[config.mk]
export PLATFORM = sky130hd
export DESIGN_NAME = pong_renderer
export DESIGN_NICKNAME = d
export VERILOG_FILES = /design/src/rtl/pong_renderer.sv
export SDC_FILE = /design/constraint.sdc
export NUM_CORES = 1
export LEC_CHECK = 0
export ABC_CLOCK_PERIOD_IN_PS = 6900
export CAP_MARGIN = 0
export CORE_ASPECT_RATIO = 0.6
export CORE_MARGIN = 5
export CORE_UTILIZATION = 25
export DETAILED_ROUTE_END_ITERATION = 12
export GPL_TIMING_DRIVEN = 0
export SETUP_SLACK_MARGIN = 0.1
export SKIP_CTS_REPAIR_TIMING = 1
export SLEW_MARGIN = 15
export SYNTH_ARGS = -nofsm -noshare
export SYNTH_HDL_FRONTEND = slang
export SYNTH_SLANG_ARGS = --single-unit
[constraint.sdc]
create_clock -name clock -period 6.9 [get_ports clock]
set_input_delay 1.725 -clock clock [delete_from_list [all_inputs] [get_ports clock]]
set_output_delay 1.725 -clock clock [all_outputs]
set_load 0.1 [all_outputs]
[src/rtl/pong_renderer.sv]
// Two-stage Pong pixel renderer: stage 1 registers object hit flags for the
// current and previous frame snapshots, stage 2 resolves priority, colour and dirtiness.
module pong_renderer #(
  parameter int SCREEN_W     = 800,
  parameter int BALL_SIZE    = 4,
  parameter int PADDLE_W     = 8,
  parameter int PADDLE_H     = 32,
  parameter int PADDLE_INSET = 16,
  parameter int SEG_LEN      = 32,
  parameter int SEG_THK      = 8,
  parameter int DIRTY_ONLY   = 1
) (
  input  logic        clock,
  input  logic        reset,
  input  logic        pixel_valid,
  input  logic [10:0] x,
  input  logic [10:0] y,
  input  logic        frame_start,
  input  logic [9:0]  ball_x,
  input  logic [9:0]  ball_y,
  input  logic [9:0]  leftPaddle_y,
  input  logic [9:0]  rightPaddle_y,
  input  logic [3:0]  LS,
  input  logic [3:0]  RS,
  output logic [7:0]  R,
  output logic [7:0]  G,
  output logic [7:0]  B,
  output logic [31:0] spriteID,
  output logic        updatePixel,
  output logic [15:0] pong_cRGB,
  output logic        valid_out
);

  typedef struct packed {
    logic [9:0] bx;
    logic [9:0] by;
    logic [9:0] lpy;
    logic [9:0] rpy;
    logic [3:0] ls;
    logic [3:0] rs;
  } snap_t;

  localparam logic [10:0] BALL_LEN = 11'(BALL_SIZE);
  localparam logic [10:0] PAD_W    = 11'(PADDLE_W);
  localparam logic [10:0] PAD_H    = 11'(PADDLE_H);
  localparam logic [10:0] LPAD_X   = 11'(PADDLE_INSET);
  localparam logic [10:0] RPAD_X   = 11'(SCREEN_W - PADDLE_INSET - PADDLE_W);
  localparam logic [10:0] LINE_LO  = 11'(SCREEN_W / 2 - 2);
  localparam logic [10:0] LINE_HI  = 11'(SCREEN_W / 2 + 2);
  localparam logic [10:0] SL       = 11'(SEG_LEN);
  localparam logic [10:0] ST       = 11'(SEG_THK);
  localparam logic [10:0] SL_T     = 11'(SEG_LEN - SEG_THK);
  localparam logic [10:0] SL2_T    = 11'(2 * SEG_LEN - SEG_THK);
  localparam logic [10:0] SL2_2T   = 11'(2 * SEG_LEN - 2 * SEG_THK);
  localparam logic [10:0] BOX_Y    = 11'd64;
  localparam logic [10:0] LBOX_X   = 11'(SCREEN_W / 2 - 64);
  localparam logic [10:0] LTENS_X  = 11'(SCREEN_W / 2 - 64 - 3 * SEG_THK);
  localparam logic [10:0] RBOX_X   = 11'(SCREEN_W / 2 + 64 - SEG_LEN);
  localparam logic [10:0] RBOX_SH  = 11'(SCREEN_W / 2 + 64 - SEG_LEN + 2 * SEG_THK);

  // Upper bound kept at 12 bits so an object near 1023 extends without wrapping.
  function automatic logic in_span(input logic [10:0] p, input logic [10:0] lo,
                                   input logic [10:0] len);
    logic [11:0] hi;
    hi = {1'b0, lo} + {1'b0, len};
    return (p >= lo) && ({1'b0, p} <= hi);
  endfunction

  function automatic logic in_ho(input logic [10:0] p, input logic [10:0] lo,
                                 input logic [10:0] len);
    return (p >= lo) && ({1'b0, p} < ({1'b0, lo} + {1'b0, len}));
  endfunction

  function automatic logic digit_hit(input logic [10:0] px, input logic [10:0] py,
                                     input logic [10:0] ox, input logic [3:0] score);
    logic [3:0]  glyph;
    logic [6:0]  seg;  // {a,b,c,d,e,f,g}
    logic [10:0] dx;
    logic [10:0] dy;
    glyph = (score >= 4'd10) ? 4'(score - 4'd10) : score;
    case (glyph)
      4'd0:    seg = 7'b1111110;
      4'd1:    seg = 7'b0110000;
      4'd2:    seg = 7'b1101101;
      4'd3:    seg = 7'b1111001;
      4'd4:    seg = 7'b0110011;
      4'd5:    seg = 7'b1011011;
      4'd6:    seg = 7'b1011111;
      4'd7:    seg = 7'b1110000;
      4'd8:    seg = 7'b1111111;
      default: seg = 7'b1111011;
    endcase
    if (px < ox || py < BOX_Y) return 1'b0;
    dx = px - ox;
    dy = py - BOX_Y;
    return (seg[6] && dx < SL && dy < ST)
        || (seg[5] && dx >= SL_T && dx < SL && dy < SL)
        || (seg[4] && dx >= SL_T && dx < SL && dy >= SL_T && dy < SL2_T)
        || (seg[3] && dx < SL && dy >= SL2_2T && dy < SL2_T)
        || (seg[2] && dx < ST && dy >= SL_T && dy < SL2_T)
        || (seg[1] && dx < ST && dy < SL)
        || (seg[0] && dx < SL && dy >= SL_T && dy < SL);
  endfunction

  function automatic logic tens_hit(input logic [10:0] px, input logic [10:0] py,
                                    input logic [10:0] tx);
    return in_ho(px, tx, ST) && in_ho(py, BOX_Y, SL2_T);
  endfunction

  // Hit set bits: [0] ball, [1] left paddle, [2] right paddle, [3] centre line, [4] score.
  function automatic logic [4:0] hit_set(input snap_t s, input logic [10:0] px,
                                         input logic [10:0] py);
    logic [4:0]  h;
    logic [10:0] rx;
    rx   = (s.rs >= 4'd10) ? RBOX_SH : RBOX_X;
    h[0] = in_span(px, {1'b0, s.bx}, BALL_LEN) && in_span(py, {1'b0, s.by}, BALL_LEN);
    h[1] = in_span(px, LPAD_X, PAD_W) && in_span(py, {1'b0, s.lpy}, PAD_H);
    h[2] = in_span(px, RPAD_X, PAD_W) && in_span(py, {1'b0, s.rpy}, PAD_H);
    h[3] = (px >= LINE_LO) && (px <= LINE_HI);
    h[4] = digit_hit(px, py, LBOX_X, s.ls) || (s.ls >= 4'd10 && tens_hit(px, py, LTENS_X))
        || digit_hit(px, py, rx, s.rs)     || (s.rs >= 4'd10 && tens_hit(px, py, RBOX_X));
    return h;
  endfunction

  function automatic logic [2:0] top_sprite(input logic [4:0] h);
    if (h[0]) return 3'd1;
    if (h[1]) return 3'd2;
    if (h[2]) return 3'd3;
    if (h[3]) return 3'd4;
    if (h[4]) return 3'd5;
    return 3'd0;
  endfunction

  function automatic logic [1:0] colour_class(input logic [2:0] id);
    case (id)
      3'd1, 3'd2, 3'd3: return 2'd2;
      3'd4, 3'd5:       return 2'd1;
      default:          return 2'd0;
    endcase
  endfunction

  snap_t      live_snap, cur_q, prev_q;
  logic       v1_q;
  logic [4:0] cur_hit_q, prev_hit_q;
  logic       valid_q, valid_d, upd_q, upd_d, cov_q, cov_d;
  logic [7:0] colour_q, colour_d;
  logic [2:0] sprite_q, sprite_d;

  assign live_snap = '{bx: ball_x, by: ball_y, lpy: leftPaddle_y, rpy: rightPaddle_y,
                       ls: LS, rs: RS};

  // NOTE: sequential state uses non-blocking assignment so prev_q takes the
  // pre-edge cur_q and stage 1 sees the pre-edge snapshot in the same cycle.
  always_ff @(posedge clock or posedge reset) begin
    if (reset) begin
      cur_q  <= '0;
      prev_q <= '0;
    end else if (frame_start) begin
      prev_q <= cur_q;
      cur_q  <= live_snap;
    end
  end

  always_ff @(posedge clock or posedge reset) begin
    if (reset) begin
      v1_q       <= 1'b0;
      cur_hit_q  <= '0;
      prev_hit_q <= '0;
    end else begin
      v1_q       <= pixel_valid;
      cur_hit_q  <= hit_set(cur_q, x, y);
      prev_hit_q <= hit_set(prev_q, x, y);
    end
  end

  // NOTE: every always_comb output gets a default first so no path infers a latch.
  always_comb begin
    valid_d  = 1'b0;
    sprite_d = 3'd0;
    colour_d = 8'd0;
    cov_d    = 1'b0;
    upd_d    = 1'b0;
    if (v1_q) begin
      valid_d  = 1'b1;
      sprite_d = top_sprite(cur_hit_q);
      case (colour_class(sprite_d))
        2'd2:    colour_d = 8'd255;
        2'd1:    colour_d = 8'd127;
        default: colour_d = 8'd0;
      endcase
      cov_d = |cur_hit_q;
      upd_d = (DIRTY_ONLY == 0) || (cur_hit_q != prev_hit_q)
           || (colour_class(sprite_d) != colour_class(top_sprite(prev_hit_q)));
    end
  end

  always_ff @(posedge clock or posedge reset) begin
    if (reset) begin
      valid_q  <= 1'b0;
      sprite_q <= 3'd0;
      colour_q <= 8'd0;
      cov_q    <= 1'b0;
      upd_q    <= 1'b0;
    end else begin
      valid_q  <= valid_d;
      sprite_q <= sprite_d;
      colour_q <= colour_d;
      cov_q    <= cov_d;
      upd_q    <= upd_d;
    end
  end

  assign valid_out   = valid_q;
  assign R           = colour_q;
  assign G           = colour_q;
  assign B           = colour_q;
  assign spriteID    = {29'd0, sprite_q};
  assign updatePixel = upd_q;
  assign pong_cRGB   = {cov_q, colour_q[7:3], colour_q[7:3], colour_q[7:3]};

endmodule

== Word-level counts from Yosys, hierarchy flattened ==
Memories as Yosys holds them, arrays and structs flattened.
Cells that the tools add are included.

* Memories kept: 4
* ROM bits: 448
* Latch bits: 0
* Output and inout port bits: 74
* Flip-flop bits (word level): 121
* Memory bits (writable): 0

{| class="wikitable"
|+ Memory list
! memory !! depth !! bits a word !! rd ports !! clocked after memory_dff !! wr ports !! RTL line !! source
|-
| (no name shown) || 16 || 7 || 1 || 0 || 0 || 81 || <nowiki>case (glyph)</nowiki>
|-
| (no name shown) || 16 || 7 || 1 || 0 || 0 || 81 ||
|-
| (no name shown) || 16 || 7 || 1 || 0 || 0 || 81 ||
|-
| (no name shown) || 16 || 7 || 1 || 0 || 0 || 81 ||
|}

* $lt $le $gt $ge: 50
* Div/mod/pow operators: 0
* Reduce and logical (&&, ||, !) cells: 145
* Mux-type cells: 90
* Add/subtract/negate cells: 16
* Bitwise gates (word level): 0
* $mul: 0
* Shift-type cells: 0
* Equal/unequal tests: 14

{| class="wikitable"
|+ Operators with widths
! cell !! number
|-
| $logic_and 1x1->1 || 106
|-
| $ge 11x10->1 || 8
|-
| $le 11x11->1 || 8
|-
| $mux 3 || 25
|-
| $ge 11x5->1 const B || 5
|-
| $lt 11x6->1 const B || 5
|-
| $mux 1 || 53
|-
| $add 10x3->11 const B || 4
|-
| $add 10x6->11 const B || 4
|-
| $lt 11x4->1 const B || 4
|-
| $logic_or 1x1->1 || 34
|-
| $ge 11x9->1 const B || 3
|-
| $lt 11x9->1 const B || 3
|-
| $lt 11x7->1 const B || 2
|-
| $lt 11x9->1 || 2
|-
| $sub 11x9->11 || 2
|-
| $ge 4x4->1 const B || 4
|-
| $mux 4 || 4
|-
| $pmux 8 s2 || 1
|-
| $sub 4x4->4 const B || 4
|-
| $mux 7 || 2
|-
| $eq 3x2->1 const B || 4
|-
| $eq 3x3->1 const B || 4
|-
| $ge 11x10->1 const B || 1
|-
| 18 further kinds || 23
|}

== Logic depth before layout (Yosys ltp) ==
Gate-level depths: netlist (run 1).

* Depth after elaboration: 29
* Mapped depth: 12

== Worst setup path after synthesis (run 1) ==
No wires, ideal clock.

* Path type: input to register
* From: input port x[4]
* To: register cur_hit_q[4]
* Path buffers: 0
* Arrival: 3503 ps
* Path slack: 3261 ps
* Stages on the path: 11
* Cells stage by stage: inv_1 -> ha_1 -> inv_1 -> fa_1 -> xor2_1 -> nor2_1 -> nand3b_1 -> o22ai_1 -> or4_4 -> a221oi_2 -> o211ai_1

* Cells in the longest elaborated chain, start to end: 15

{| class="wikitable"
|+ Ends and longest elaborated chain
! element !! RTL line !! source
|-
| from (decl) || 16 || <nowiki>input logic [10:0] x,</nowiki>
|-
| $sub 11x9->11 || 94 || <nowiki>dx = px - ox;</nowiki>
|-
| $ge 11x5->1 || 97, 98 ||
|-
| $logic_and 1x1->1 (on tied branches) (3 in series) || 97, 98 ||
|-
| $logic_or 1x1->1 / $logic_and 1x1->1 (equally long branches) || 97, 98 ||
|-
| $logic_or 1x1->1 || 98 || <nowiki>|| (seg[4] && dx >= SL_T && dx < SL && dy >= SL_T && dy < SL2_T)</nowiki>
|-
| $logic_or 1x1->1 || 99 || <nowiki>|| (seg[3] && dx < SL && dy >= SL2_2T && dy < SL2_T)</nowiki>
|-
| $logic_or 1x1->1 || 100 || <nowiki>|| (seg[2] && dx < ST && dy >= SL_T && dy < SL2_T)</nowiki>
|-
| $logic_or 1x1->1 || 101 || <nowiki>|| (seg[1] && dx < ST && dy < SL)</nowiki>
|-
| $logic_or 1x1->1 || 102 || <nowiki>|| (seg[0] && dx < SL && dy >= SL_T && dy < SL);</nowiki>
|-
| $mux 1 || 94 ||
|-
| $logic_or 1x1->1 || 120 || <nowiki>h[4] = digit_hit(px, py, LBOX_X, s.ls) || (s.ls >= 4'd10 && tens_hit(px, py, LTENS_X))</nowiki>
|-
| $logic_or 1x1->1 || 121 || <nowiki>|| digit_hit(px, py, rx, s.rs) || (s.rs >= 4'd10 && tens_hit(px, py, RBOX_X));</nowiki>
|-
| $logic_or 1x1->1 (*) || 121 ||
|-
| to (signal assigned) || 171 || <nowiki>cur_hit_q <= hit_set(cur_q, x, y);</nowiki>
|-
| to (decl) || 144 || <nowiki>logic [4:0] cur_hit_q, prev_hit_q;</nowiki>
|}

Every way passes the cells marked *; elsewhere a longest branch is shown, timed or not.
A chain may end at the register's enable or synchronous reset.

== Worst setup path after layout (run 1) ==
* From: input port y[5]
* To: register cur_hit_q[0]

* Cells in the longest elaborated chain, start to end: 3

{| class="wikitable"
|+ Ends and longest elaborated chain
! element !! RTL line !! source
|-
| from (decl) || 17 || <nowiki>input logic [10:0] y,</nowiki>
|-
| $ge 11x10->1 / $le 11x11->1 (equally long branches) || 66 || <nowiki>return (p >= lo) && ({1'b0, p} <= hi);</nowiki>
|-
| $logic_and 1x1->1 (*) || 66 ||
|-
| $logic_and 1x1->1 (*) || 116 || <nowiki>h[0] = in_span(px, {1'b0, s.bx}, BALL_LEN) && in_span(py, {1'b0, s.by}, BALL_LEN);</nowiki>
|}

Marked as above.

==> results of run 1 <==
## final timing paths
check,start,endpoint,slack (ns),cells past startpoint
worst max register to register,cur_q[2]$_DFFE_PP0P_,cur_hit_q[4]$_DFF_PP0_,3.60,11
min in group asynchronous,reset,sprite_q[2]$_DFF_PP0_,1.71,2
worst min-delay path,v1_q$_DFF_PP0_,valid_out$_DFF_PP0_,0.39,0
max in group asynchronous,reset,cur_q[30]$_DFFE_PP0P_,4.43,3
worst max-delay path,y[5],cur_hit_q[0]$_DFF_PP0_,2.11,8
worst min register to register,v1_q$_DFF_PP0_,valid_out$_DFF_PP0_,0.39,0
## kinds of logic after synthesis
kind of cell	count (synthesis)	synth area share (%)
AND/OR/NAND/NOR	325	15.0
AO/OA/AOI/OAI	313	18.7
buffers and inverters	220	10.3
adder cells (fa/ha/maj)	190	22.8
flip-flops	114	27.1
XOR/XNOR	43	3.58
multiplexers	25	2.57
other	1	0.0357
## metrics by stage
step,cell area (sq um),worst slack (ns),utilization (%),std cells,hold slack [ns]
floorplan,10600,2.16,-,1259,0.367
global placement,12500,0.0804,30.0,1946,0.382
detailed placement,12500,1.67,30.0,1947,0.378
CTS,13200,2.26,31.6,1978,0.392
global route,13200,1.82,31.6,1978,0.425
finish,13200,2.11,31.6,1978,0.392
## per-layer routing
metal  vias up  routed length, um  share of wire (%)
li1       4615                  -                  -
met1      4500              16300                 50
met2       316              13800                 42
met3        24               2290                7.0
met4         0                407                1.2
met5         -                  0                  0
## power by group through the flow
stage               logic (mW)  clock network, mW  registers (mW)
floorplan                0.693                  0           0.799
global placement         0.942                  0           0.801
detailed placement       0.969                  0           0.802
CTS                      0.973               1.01           0.791
global route              1.09               1.04           0.801
finish                   0.979              0.992           0.792
## Yosys cell counts (all sizes together), types with 6 or more instances
cell type    n
a221oi       6
nand2b      19
mux2i        9
a2111oi      6
nor3        30
buf         69
a21oi       56
or3          6
o311ai       6
o21ai      127
xnor2       37
nand4       13
nor2b       12
nand4b       6
o311a        6
o221ai       7
nor2        47
mux2        16
inv        122
ha         188
a211oi      15
nand2      116
a21o        23
xor2         6
clkbuf      29
dfrtp      114
o21a        14
nor4         7
and3         6
o22ai        6
nand3       47
## worst max-delay path, stage by stage
cell             delay (ns)
clkdlybuf4s50_1        1.01
ha_1                   0.63
nand3_1                0.08
o31ai_1                0.25
nand3_1                0.11
a21oi_1                0.14
a2111oi_0              0.12
nor4_1                 0.94
## registers in the layout, indices dropped and copies added, names as in the netlist
| register | flops |
|---|---|
| updatePixel | 1 |
| sprite_q | 3 |
| valid_out | 1 |
| cur_hit_q | 4 |
| B | 2 |
| prev_hit_q | 5 |
| cur_q | 48 |
| cov_q | 1 |
| prev_q | 48 |
| v1_q | 1 |
## layout make-up
class	count	area, sq um
plain buffers	98	621
clock buffers	22	494
repair buffers	118	1200
well taps	570	713
fillers	4323	28500
inverters	122	463
multi-input cells	925	6690
flip-flops and latches	114	2850
clock inverters	9	151
==> results.py, run 1 <==
metrics = {
    "global_routing": {
        "gr-usage-met1_pct": 20.5,
        "track_usage_pct": 14.2,
        "grt_util_met2_pct": 21.3,
        "gr-total-overflow": 0,
        "use_met3_pct": 3.43,
        "grt_max_degree": 68,
        "antenna_found_initial": 1,
        "grt_pass1_wl_um": 51900,
        "first_global_vias": 9406,
        "top_usage_layer": "met2",
    },
    "sta": {
        "tns_ns": 0,
        "clock_skew_ns": 0.00902,
        "period_share_pct": 69.5,
        "max_freq_mhz": 209,
        "finalSetupViolCount": 0,
        "slew_headroom_pct": 24.3,
        "min_period_ns": 4.79,
        "rsz0062_at_grt": "false",
        "maxSlewViolCount": 0,
        "tightest_slew_ns": 1.13,
        "hold_viol_final": 0,
    },
    "cells_and_area": {
        "drive_gt1_share_pct": 8.66,
        "mostFrequentLayoutCells": "188 x ha_1, 127 x o21ai_0, 121 x inv_1, 117 x clkdlybuf4s50_1, 116 x nand2_1",
        "syn2layout_area_growth_pct": 25.4,
        "diodes": 0,
        "layout_commonest_cell": "ha_1",
        "fin_nets": 1660,
    },
    "floorplan": {
        "num_rows": 58,
        "dieArea_sq_um": 46400,
        "die_x_um": 275,
        "io_pins": 148,
        "die_height_um": 169,
        "coreArea_sq_um": 41700,
        "start_util_pct": 25.2,
    },
    "logic_synthesis": {
        "ys_top_cells_by_area": "dfrtp_1 27%, ha_1 22%, o21ai_0 6.0%",
        "synth-main-ff-cell": "dfrtp_1",
        "ys_ff_latch": 114,
        "syn_area_per_cell_sq_um": 8.54,
        "netlist.area_leader.share_pct": 27.1,
        "synth_cell_types": 62,
        "syn_area_sq_um": 10500,
        "synth_area_leader_cell": "dfrtp_1",
        "synth_edf_count": 0,
        "synth_warnings": 0,
        "async_flop_share_pct": 100,
        "synth_cells": 1231,
        "ys_seq_area_share_pct": 27.1,
    },
    "clock_tree": {
        "numCtsBuffers": 17,
        "cts_tree": "yes",
        "clock_latency_ns": 0.44,
        "clockBufferDepth": 2,
        "root_buffer": "clkbuf_16",
        "htreeDepth": 4,
        "clock_sinks": 114,
        "path_clk_slew_ns": 0.06,
    },
    "route": {
        "drt_iter0_drc": 729,
        "via_per_inst": 4.78,
        "drt_pre_antenna_iters": 5,
        "vias": 9455,
        "detail-route-antenna-nets": 0,
        "route.detailed.drc": 0,
        "wl_um": 32800,
        "wl_per_cell_um": 16.6,
    },
    "critical_path": {
        "cp.arrival_ns": 5.03,
        "critPathRequiredTime_ns": 7.13,
        "crit_path_start_kind": "primary input",
        "cp_max_fo": 18,
        "worstSetupPathType": "primary input to register",
        "critPathCaptureType": "register",
    },
    "run": {
        "cap_violations": 0,
    },
    "placement": {
        "buffer_ports.inserted": 117,
        "dp_hpwl_um": 25800,
        "gp_congestion": 0.888,
    },
    "pwr": {
        "pwr-share-clk_pct": 35.9,
        "powerDensity_nw_per_um2": 210,
        "p_int_mw": 1.75,
        "vdd_drop_max_v": 0.000164,
        "power_leakage_nw": 6.03,
        "power_frac_comb_pct": 35.4,
        "seq_power_share_pct": 28.7,
        "power_switching_mw": 1.01,
        "switching_share_pct": 36.7,
        "power_mw": 2.76,
    },
    "hold_path": {
        "hp-class": "register to register",
    },
    "outcome": {
        "outcome": "finished, final reports clean",
    },
}
No activity file was read; power rests on OpenSTA's default activity.
==> inputs of run 2 (changes only) <==
- ABC_CLOCK_PERIOD_IN_PS: 6900 -> 4900
- clock period: 6.9 -> 4.9 ns (I/O delays scaled with it)
==> results of run 2 <==
Same layout as run 1 (identical final DEF). Status: finished, final reports clean.
Among the figures that moved: setup slack after placement 1.67 ns -> 0.170 ns; setup slack after layout 2.11 ns -> 0.607 ns; register-to-register setup slack 3.60 ns -> 1.60 ns; total power 2.76 mW -> 3.89 mW; worst IR drop on VDD 0.000164 V -> 0.000231 V
==> inputs of run 3 (changes only) <==
- SKIP_CTS_REPAIR_TIMING: 1 -> default
==> results of run 3 <==
Same layout as run 1 (identical final DEF). Status: finished, final reports clean.
Among the figures that moved: setup slack after placement 1.67 ns -> 0.170 ns; setup slack after layout 2.11 ns -> 0.607 ns; register-to-register setup slack 3.60 ns -> 1.60 ns; total power 2.76 mW -> 3.89 mW; worst IR drop on VDD 0.000164 V -> 0.000231 V
